## src/rtl/hdlc_tx_arbiter.sv

```systemverilog
// Round-robin arbiter feeding two byte-stream requesters into the HDLC Tx register interface.
// state  | meaning
// IDLE   | no frame owned; waits for a request while Tx_Done=1
// LOAD   | streaming granted requester's bytes into Tx_Buff (excess bytes dropped)
// START  | issuing Tx_Enable
// SEND   | waiting for Tx_Done fall then rise; abort or timeout possible
// ABORT  | issuing Tx_AbortFrame
// ABWAIT | waiting for the HDLC core to confirm the abort
// DONE   | frame complete, releasing the grant
module hdlc_tx_arbiter #(
  parameter int MAX_BYTES      = 126,
  parameter int TIMEOUT_CYCLES = 16384
) (
  input  logic       Clk,
  input  logic       Rst,
  input  logic       Req0_Valid,
  input  logic [7:0] Req0_Data,
  input  logic       Req0_Last,
  output logic       Req0_Ready,
  input  logic       Req1_Valid,
  input  logic [7:0] Req1_Data,
  input  logic       Req1_Last,
  output logic       Req1_Ready,
  input  logic       Abort_Req,
  input  logic       Tx_Done,
  input  logic       Tx_AbortedTrans,
  output logic [2:0] Address,
  output logic       WriteEnable,
  output logic [7:0] DataIn,
  output logic [1:0] Grant,
  output logic       Busy,
  output logic       FrameSent,
  output logic       FrameAborted,
  output logic       Overrun
);

  localparam int CW = $clog2(MAX_BYTES + 1);
  localparam int TW = $clog2(TIMEOUT_CYCLES + 1);
  localparam logic [CW-1:0] CNT_MAX = CW'(MAX_BYTES);
  localparam logic [TW-1:0] TMO     = TW'(TIMEOUT_CYCLES);

  typedef enum logic [2:0] {
    S_IDLE, S_LOAD, S_START, S_SEND, S_ABORT, S_ABWAIT, S_DONE
  } state_t;

  state_t          state, state_n;
  logic [CW-1:0]   byte_cnt, byte_cnt_n;
  logic [TW-1:0]   timer, timer_n;
  logic            rr_last, rr_last_n;
  logic            seen_low, seen_low_n;
  logic [2:0]      addr_n;
  logic [7:0]      data_n;
  logic [1:0]      grant_n;
  logic            we_n, busy_n, sent_n, aborted_n, overrun_n, ready0_n, ready1_n;

  logic            sel_valid, sel_ready, sel_last, accept, pick1;
  logic [7:0]      sel_data;

  assign sel_valid = Grant[1] ? Req1_Valid : Req0_Valid;
  assign sel_ready = Grant[1] ? Req1_Ready : Req0_Ready;
  assign sel_last  = Grant[1] ? Req1_Last  : Req0_Last;
  assign sel_data  = Grant[1] ? Req1_Data  : Req0_Data;
  assign accept    = (state == S_LOAD) && sel_valid && sel_ready;
  // Requester 1 wins when it is the only one asking or when requester 0 was served last.
  assign pick1     = Req1_Valid && (!Req0_Valid || !rr_last);

  always_ff @(posedge Clk or negedge Rst) begin
    if (!Rst) begin
      state        <= S_IDLE;
      byte_cnt     <= '0;
      timer        <= '0;
      rr_last      <= 1'b1;
      seen_low     <= 1'b0;
      Address      <= '0;
      WriteEnable  <= 1'b0;
      DataIn       <= '0;
      Grant        <= '0;
      Busy         <= 1'b0;
      FrameSent    <= 1'b0;
      FrameAborted <= 1'b0;
      Overrun      <= 1'b0;
      Req0_Ready   <= 1'b0;
      Req1_Ready   <= 1'b0;
    end else begin
      state        <= state_n;
      byte_cnt     <= byte_cnt_n;
      timer        <= timer_n;
      rr_last      <= rr_last_n;
      seen_low     <= seen_low_n;
      Address      <= addr_n;
      WriteEnable  <= we_n;
      DataIn       <= data_n;
      Grant        <= grant_n;
      Busy         <= busy_n;
      FrameSent    <= sent_n;
      FrameAborted <= aborted_n;
      Overrun      <= overrun_n;
      Req0_Ready   <= ready0_n;
      Req1_Ready   <= ready1_n;
    end
  end

  always_comb begin
    state_n = state;
    case (state)
      S_IDLE:   if ((Req0_Valid || Req1_Valid) && Tx_Done) state_n = S_LOAD;
      S_LOAD:   if (accept && sel_last) state_n = S_START;
      S_START:  state_n = S_SEND;
      S_SEND: begin
        if (Abort_Req || timer == TMO) state_n = S_ABORT;
        else if (seen_low && Tx_Done)  state_n = S_DONE;
      end
      S_ABORT:  state_n = S_ABWAIT;
      S_ABWAIT: if (Tx_AbortedTrans || Tx_Done) state_n = S_IDLE;
      S_DONE:   state_n = S_IDLE;
      default:  state_n = S_IDLE;
    endcase
  end

  always_comb begin
    grant_n    = Grant;
    we_n       = 1'b0;
    addr_n     = Address;
    data_n     = DataIn;
    sent_n     = 1'b0;
    aborted_n  = 1'b0;
    overrun_n  = 1'b0;
    byte_cnt_n = byte_cnt;
    timer_n    = '0;
    seen_low_n = 1'b0;
    rr_last_n  = rr_last;
    case (state)
      S_IDLE: begin
        if (state_n == S_LOAD) begin
          grant_n   = pick1 ? 2'b10 : 2'b01;
          rr_last_n = pick1;
        end
      end
      S_LOAD: begin
        if (accept && byte_cnt < CNT_MAX) begin
          we_n       = 1'b1;
          addr_n     = 3'd1;
          data_n     = sel_data;
          byte_cnt_n = byte_cnt + 1'b1;
          if (!sel_last && byte_cnt == CNT_MAX - 1'b1) overrun_n = 1'b1;
        end
      end
      S_START: begin
        we_n   = 1'b1;
        addr_n = 3'd0;
        data_n = 8'h02;
      end
      S_SEND: begin
        timer_n    = timer + 1'b1;
        seen_low_n = seen_low | ~Tx_Done;
        if (state_n == S_ABORT) begin
          we_n   = 1'b1;
          addr_n = 3'd0;
          data_n = 8'h04;
        end else if (state_n == S_DONE) begin
          sent_n = 1'b1;
        end
      end
      S_ABWAIT: begin
        if (state_n == S_IDLE) begin
          aborted_n  = 1'b1;
          grant_n    = '0;
          byte_cnt_n = '0;
        end
      end
      S_DONE: begin
        grant_n    = '0;
        byte_cnt_n = '0;
      end
      default: ;
    endcase
    busy_n   = (state_n != S_IDLE);
    ready0_n = (state_n == S_LOAD) && grant_n[0];
    ready1_n = (state_n == S_LOAD) && grant_n[1];
  end

endmodule

```

## config.mk

```make
export PLATFORM = sky130hd
export DESIGN_NAME = hdlc_tx_arbiter
export DESIGN_NICKNAME = d
export VERILOG_FILES = /design/src/rtl/hdlc_tx_arbiter.sv
export SDC_FILE = /design/constraint.sdc
export NUM_CORES = 1
export LEC_CHECK = 0
export ABC_AREA = 1
export CAP_MARGIN = 20
export CORE_ASPECT_RATIO = 0.6
export CORE_MARGIN = 4
export CORE_UTILIZATION = 56
export DETAILED_ROUTE_END_ITERATION = 12
export PLACE_DENSITY_LB_ADDON = 0.08
export RECOVER_POWER = 100
export SLEW_MARGIN = 15
export SYNTH_ARGS = -nofsm -noshare
export SYNTH_HDL_FRONTEND = slang
export SYNTH_SLANG_ARGS = --single-unit
```

## constraint.sdc

```tcl
create_clock -name Clk -period 2.25 [get_ports Clk]
set_input_delay 0.225 -clock Clk [delete_from_list [all_inputs] [get_ports Clk]]
set_output_delay 0.225 -clock Clk [all_outputs]
set_load 0.01 [all_outputs]
```

==> run_results.csv, run 1 <==
group,metric,value,unit
worst_setup_path,reg2reg_from,"timer[0]",
pwr,p_sw_frac,0.425,
sta,rsz0062_at_grt,"no",
detailed_routing,drt_iter0_markers,193,
place,dp_slack,0.406,ns
final_layout,drive_above_1_share,0.0465,
clock_network,clock_latency,0.30,ns
place,dp.cells,396,
place,globalplace.congestion,0.900,
pwr,internal-power,1.86,mW
detailed_routing,viasPerCell,5.12,
detailed_routing,firstDrtPassIters,4,
worst_hold_path,hold_class,"reg2reg",
place,dp_hpwl,4190,µm
sta,relSlewSlack,0.405,
synthesis,yosysWarnings,0,
clock_network,cts_num_sinks,45,
pwr,p_switching,1.38,mW
final_layout,most-common-layout-cells,"65 x nand2_1, 49 x nor2_1, 44 x dfrtp_1, 35 x inv_1, 23 x clkdlybuf4s50_1",
detailed_routing,routedWlPerCell,13.6,µm
clock_network,cts.clk_slew.worst_paths,0.07,ns
worst_setup_path,critPathMaxFanout,4,
global_routing,grt_usage,0.220,
sta,skew,0.00936,ns
worst_setup_path,cp-startpoint,"timer[0]",
clock_network,cts.path.max_buffers,2,
worst_setup_path,r2r_cells,9,
clock_network,postCtsSetupRepairBufs,0,
clock_network,cts_tree,"done",
worst_setup_path,arrival,2.10,ns
clock_network,cts_root_buf,"clkbuf_8",
synthesis,syn_area,2390,µm²
place,post_dp_cell_area,2860,µm²
clock_network,ctsResizeCount,0,
synthesis,yosysSeqAreaShare,0.472,
global_routing,antenna_found_initial,0,
global_routing,grt_pass1_wl,9040,µm
detailed_routing,drc,0,
floorplanning,ios,45,
sta,finalSetupViolations,0,
worst_hold_path,hold_start,"timer[0]",
synthesis,avgSynthCellArea,8.02,µm²
final_layout,diodes,0,
worst_setup_path,critPathTopFamily,"simple AND/OR/NAND/NOR gates",
pwr,p_per_area,1100,nW/µm²
worst_setup_path,crit_path_start_kind,"flip-flop",
worst_setup_path,cp.required,2.47,ns
sta,fin_ws,0.376,ns
clock_network,htreeDepth,2,
floorplanning,dieArea,5410,µm²
synthesis,ys_ff_latch,45,
sta,fin_crit,1.87,ns
sta,finalSetupTns,0,ns
floorplanning,start_util,0.583,
global_routing,grt_overflow_total,0,
clock_network,numCtsBuffers,5,
status,status,"finished, final reports clean",
sta,final_max_slew_viol_count,0,
worst_setup_path,cp-end-kind,"flip-flop",
worst_hold_path,hold_depth,1,
final_layout,area_growth,22.5,%
worst_setup_path,slowest_stage,"dfrtp_1",
detailed_routing,wirelength,5490,µm
worst_setup_path,worstPathCellList,"ha_1 -> nand3_1 -> nor2_1 -> nand2_1 -> nor3_1 -> nand2_1 -> o21ai_0 -> nand2_1 -> nor2_1",
sta,hold_violations,0,
pwr,p_clk_frac,0.156,
pwr,leakagePower,1.41,nW
pwr,combPwrFrac,0.472,
global_routing,grt_pass1_vias,1810,
place,io_buffers,42,
detailed_routing,antenna_left,0,
worst_setup_path,crit_path_frequent_cell,"nand2_1",
floorplanning,die-height,58.6,µm
final_layout,design_area,2930,µm²
sta,timing.fmax,533,MHz
clock_network,cts_hold_buffers,1,
final_layout,final_common_cell,"nand2_1",
detailed_routing,dr_total_vias,2068,
worst_setup_path,critPathMaxStageDelay,0.39,ns
final_layout,finalNetCount,373,
sta,max_slew.worst_pin.slew,0.892,ns
floorplanning,core-area,4100,µm²
synthesis,synthCells,298,
worst_setup_path,crit_buf_inv,0,
synthesis,synth_cell_types,29,
global_routing,grt_max_degree,18,
floorplanning,die_width,92.3,µm
final_layout,final_cells,404,
flow_run,drv_cap,0,
worst_setup_path,worst-path-stages,9,
floorplanning,rows,18,
sta,period_share,0.833,
pwr,p_seq_frac,0.372,
worst_setup_path,setup.worst_path.class,"reg2reg",
pwr,vdd_drop_max,0.829,mV
==> cell type report <==
class | count | area [µm²]
inverters | 35 | 131
repair buffers | 47 | 444
multi-input cells | 210 | 1060
fillers | 341 | 1170
well taps | 60 | 75.1
clock buffers | 7 | 86.3
flip-flops and latches | 45 | 1130
==> power by group through the flow <==
| stage | registers, mW | logic [mW] | clock network, mW |
|---|---|---|---|
| 3_3_place_gp | 1.22 | 1.57 | 0 |
| 5_1_grt | 1.23 | 1.73 | 0.553 |
| 6_report | 1.20 | 1.53 | 0.505 |
| 4_1_cts | 1.21 | 1.61 | 0.519 |
| 3_5_place_dp | 1.22 | 1.60 | 0 |
| 2_1_floorplan | 1.22 | 1.14 | 0 |
==> flip-flops by register name, summed over array words and instances, names as in the netlist <==
signal / cells
rr_last: 1
state: 3
Address: 1
byte_cnt: 7
Req0_Ready: 1
Overrun: 1
Busy: 1
FrameSent: 1
DataIn: 8
Grant: 2
seen_low: 1
FrameAborted: 1
Req1_Ready: 1
timer: 15
WriteEnable: 1
==> metrics by stage <==
stage	power, mW	hold WS (ns)	util
3_5_place_dp	2.83	0.168	0.697
3_3_place_gp	2.79	0.158	0.697
2_1_floorplan	2.36	-0.0706	-
5_1_grt	3.51	0.523	0.714
6_report	3.23	0.490	0.714
4_1_cts	3.34	0.374	0.720
==> cells in the mapped netlist <==
library cell,number,area [µm²]
a21oi_1,14,70.1
buf_2,4,20.0
buf_4,3,22.5
buf_6,1,11.3
clkbuf_1,1,3.75
conb_1,1,3.75
dfrtp_1,44,1100
dfstp_2,1,26.3
ha_1,4,50.1
inv_1,33,124
inv_2,2,7.51
nand2_1,64,240
nand2_2,1,6.26
nand2_4,2,22.5
nand3_1,16,80.1
nand3_2,1,10.0
nand3_4,1,17.5
nand4_1,8,50.1
nor2_1,48,180
nor2_2,1,6.26
nor2_4,3,33.8
nor3_1,8,40.0
nor3_2,1,10.0
nor4_1,3,18.8
o21ai_0,9,45.0
o21ai_1,2,10.0
o31ai_1,12,90.1
xnor2_1,5,43.8
xor2_1,5,43.8
==> per-layer routing <==
layer / wire length, µm / vias to the layer above / share of wire / track usage
met4: 67 / 0 / 0.012 / 0.0761
met3: 467 / 7 / 0.085 / 0.0485
met2: 2000 / 80 / 0.36 / 0.285
li1: - / 1054 / - / -
met1: 2960 / 927 / 0.54 / 0.356
met5: 0 / - / 0 / 0
==> cell families (layout without fill, tap and decap cells) <==
group / after synthesis / after routing / share of synthesized area
adders and majority gates: 4 / 4 / 0.0210
DFF: 45 / 45 / 0.472
xor gates and xnor gates: 10 / 10 / 0.0367
AOI/OAI and AO/OA: 37 / 37 / 0.0901
buffers and inverters: 44 / 89 / 0.0791
and+or+nand+nor: 157 / 157 / 0.300
other: 1 / 2 / 0.00157
==> path summary, 6_finish.rpt <==
path	to	slack, ns
max reg2reg	timer[12]	0.38
min in group asynchronous	Address[0]	0.56
max	timer[12]	0.38
min reg2reg	timer[0]	0.49
min	timer[0]	0.49
max in group asynchronous	timer[10]	0.58
(Power assumes the default switching activity.)
==> run 2: changes to the inputs <==
--- a/config.mk
+++ b/config.mk
@@ -9,7 +9,7 @@
 export CAP_MARGIN = 20
 export CORE_ASPECT_RATIO = 0.6
 export CORE_MARGIN = 4
-export CORE_UTILIZATION = 56
+export CORE_UTILIZATION = 47
 export DETAILED_ROUTE_END_ITERATION = 12
 export PLACE_DENSITY_LB_ADDON = 0.08
 export RECOVER_POWER = 100
==> constraint.sdc (replaced) <==
create_clock -name Clk -period 1.7 [get_ports Clk]
set_input_delay 0.17 -clock Clk [delete_from_list [all_inputs] [get_ports Clk]]
set_output_delay 0.17 -clock Clk [all_outputs]
set_load 0.01 [all_outputs]
==> run 2 against run 1 <==
Final cell count rose by 3.7%; count of clock-buffer cells in the layout down 1; wire length grew 5.3%; sequential cell count did not move; total power increased by 39%; clock power increased by 42%; die area rose by 17%; global-route usage is 2.6 points lower; register-to-register slack worse by 0.30 ns; critical path type unchanged; largest cell class unchanged.
==> run_results.csv, run 2 (same netlist as run 1, synthesis figures left out) <==
group,metric,value,unit
worst_hold_path,hold_depth,3,
worst_setup_path,reg2reg_slack,0.08,ns
sta,fin_crit,1.62,ns
detailed_routing,antenna_left,0,
detailed_routing,drt_iter0_markers,97,
worst_hold_path,hold_class,"in2reg",
pwr,leakagePower,1.49,nW
pwr,p_total,4.49,mW
clock_network,numCtsBuffers,5,
sta,period_share,0.954,
global_routing,grt_pass1_wl,9690,µm
clock_network,cts_tree,"done",
place,dp_hpwl,4320,µm
sta,whs,0.459,ns
status,status,"finished, final reports clean",
sta,final_max_slew_viol_count,0,
worst_setup_path,crit_buf_inv,0,
worst_setup_path,crit_path_start_kind,"flip-flop",
clock_network,cts_root_buf,"clkbuf_8",
global_routing,grt_usage,0.194,
clock_network,cts.clk_slew.worst_paths,0.09,ns
sta,timing.fmax,617,MHz
final_layout,final_common_cell,"nand2_1",
detailed_routing,firstDrtPassIters,5,
detailed_routing,dr_total_vias,2085,
global_routing,grt_pass1_vias,1898,
place,io_buffers,42,
sta,relSlewSlack,0.250,
clock_network,htreeDepth,2,
final_layout,diodes,0,
detailed_routing,wirelength,5780,µm
detailed_routing,viasPerCell,4.98,
global_routing,grt_overflow_total,0,
worst_setup_path,slowest_stage,"dfrtp_1",
worst_setup_path,setup.worst_path.end,"timer[12]",
sta,finalSetupViolations,0,
worst_setup_path,cp-startpoint,"timer[0]",
floorplanning,rows,19,
floorplanning,core-area,4730,µm²
worst_setup_path,r2r_cells,9,
worst_setup_path,critPathMaxFanout,4,
floorplanning,die-height,63.2,µm
final_layout,drive_above_1_share,0.126,
global_routing,antenna_found_initial,0,
clock_network,cts.path.max_buffers,2,
sta,skew,0.00847,ns
worst_setup_path,crit_path_frequent_cell,"nand2_2",
worst_setup_path,regToRegEndpoint,"timer[12]",
worst_setup_path,cp-end-kind,"flip-flop",
pwr,vdd_drop_max,0.863,mV
worst_setup_path,setup.worst_path.class,"reg2reg",
worst_setup_path,cp.required,1.94,ns
sta,max_slew.worst_pin.slew,1.12,ns
floorplanning,start_util,0.505,
clock_network,clock_latency,0.30,ns
final_layout,largest_register_ffs,15,
floorplanning,dieArea,6320,µm²
global_routing,grt_max_degree,46,
final_layout,largest_registers,"timer x15, DataIn x8, byte_cnt x7",
sta,hold_violations,0,
flow_run,drv_cap,0,
detailed_routing,drc,0,
worst_setup_path,worst-path-stages,9,
worst_setup_path,worstPathCellList,"ha_2 -> nand3_2 -> nor2_2 -> nand2_2 -> nor3_4 -> nand2_2 -> o21ai_1 -> nand2_1 -> nor2_1",
final_layout,area_growth,28.8,%
final_layout,largest-register,"timer",
floorplanning,die_width,100,µm
place,globalplace.congestion,0.861,
final_layout,most-common-layout-cells,"60 x nand2_1, 46 x nor2_1, 44 x dfrtp_1, 33 x inv_1, 23 x clkdlybuf4s50_1",
final_layout,finalNetCount,384,
detailed_routing,routedWlPerCell,13.8,µm
floorplanning,ios,45,
worst_setup_path,reg2reg_from,"timer[0]",
worst_setup_path,critPathMaxStageDelay,0.40,ns
clock_network,cts_num_sinks,45,
worst_setup_path,arrival,1.86,ns
pwr,p_per_area,1460,nW/µm²
worst_setup_path,critPathTopFamily,"simple AND/OR/NAND/NOR gates",
final_layout,n_fill_cell,429,
run 2: cell count changes in the layout (fill, tap and decap cells not counted), sizes merged:
cell / before / now
buf: 1 / 11
clkinv: 0 / 2
run 2: worst min-delay path by stage:
stage / from / end / slack (ns)
detailed placement: Rst / timer[3] / 0.29
floorplan: Rst / Address[0] / -0.13
finish: Req0_Data[5] / DataIn[5] / 0.46
CTS: Req0_Data[4] / DataIn[4] / 0.46
global placement: Rst / timer[3] / 0.29
global route: Req0_Data[5] / DataIn[5] / 0.47
run 2: area by class of cell:
| class | count | area (µm²) | share of cell area |
|---|---|---|---|
| inverters | 35 | 131 | 0.0427 |
| multi-input cells | 210 | 1120 | 0.364 |
| flip-flops and latches | 45 | 1130 | 0.366 |
| clock inverters | 2 | 13.8 | 0.00447 |
| clock buffers | 6 | 82.6 | 0.0268 |
| repair buffers | 58 | 523 | 0.170 |
| well taps | 63 | 78.8 | 0.0256 |
run 2: stage by stage:
stage	worst slack [ns]	utilization	std cells	TNS (ns)	area (µm²)
finish	0.0789	0.650	419	0	3080
global route	-0.0341	0.650	419	-0.0639	3080
CTS	0.0215	0.641	417	0	3030
detailed placement	-0.00123	0.619	408	-0.00135	2930
global placement	0.0365	0.619	408	0	2930
floorplan	0.261	-	299	0	2390
run 2: timing repair:
| item | CTS | global route |
|---|---|---|
| gates resized for setup | 0 | 14 |
| buffers inserted | 0 | 2 |
| hold buffers | 1 | 0 |
| endpoints found under the hold margin | 44 | 0 |
| endpoints found under the setup margin | 0 | 13 |
run 2: per-layer routing:
metal / vias to the layer above / routed length [µm] / track usage
met2: 84 / 2170 / 0.238
li1: 1069 / - / -
met4: 0 / 42 / 0.0454
met3: 5 / 562 / 0.0507
met5: - / 0 / 0
met1: 927 / 3010 / 0.326
run 2: where the power goes:
group,internal (mW),switching (mW),total (mW),leakage (nW)
clock network,0.330,0.387,0.717,0.0512
registers,1.36,0.233,1.60,0.596
logic,0.883,1.30,2.18,0.840
total,2.58,1.92,4.49,1.49
run 2: worst register-to-register path: stages (launching register included):
cell	delay, ns
dfrtp_1	0.40
ha_2	0.22
nand3_2	0.10
nor2_2	0.13
nand2_2	0.08
nor3_4	0.23
nand2_2	0.11
o21ai_1	0.13
nand2_1	0.06
nor2_1	0.09
==> run 3: changes to the inputs <==
--- a/config.mk
+++ b/config.mk
@@ -11,6 +11,7 @@
 export CORE_MARGIN = 4
 export CORE_UTILIZATION = 47
 export DETAILED_ROUTE_END_ITERATION = 12
+export HOLD_SLACK_MARGIN = 0.08
 export PLACE_DENSITY_LB_ADDON = 0.08
 export RECOVER_POWER = 100
 export SLEW_MARGIN = 15
==> results of run 3 <==
No change in the layout: final DEF, timing and power equal those of run 2.
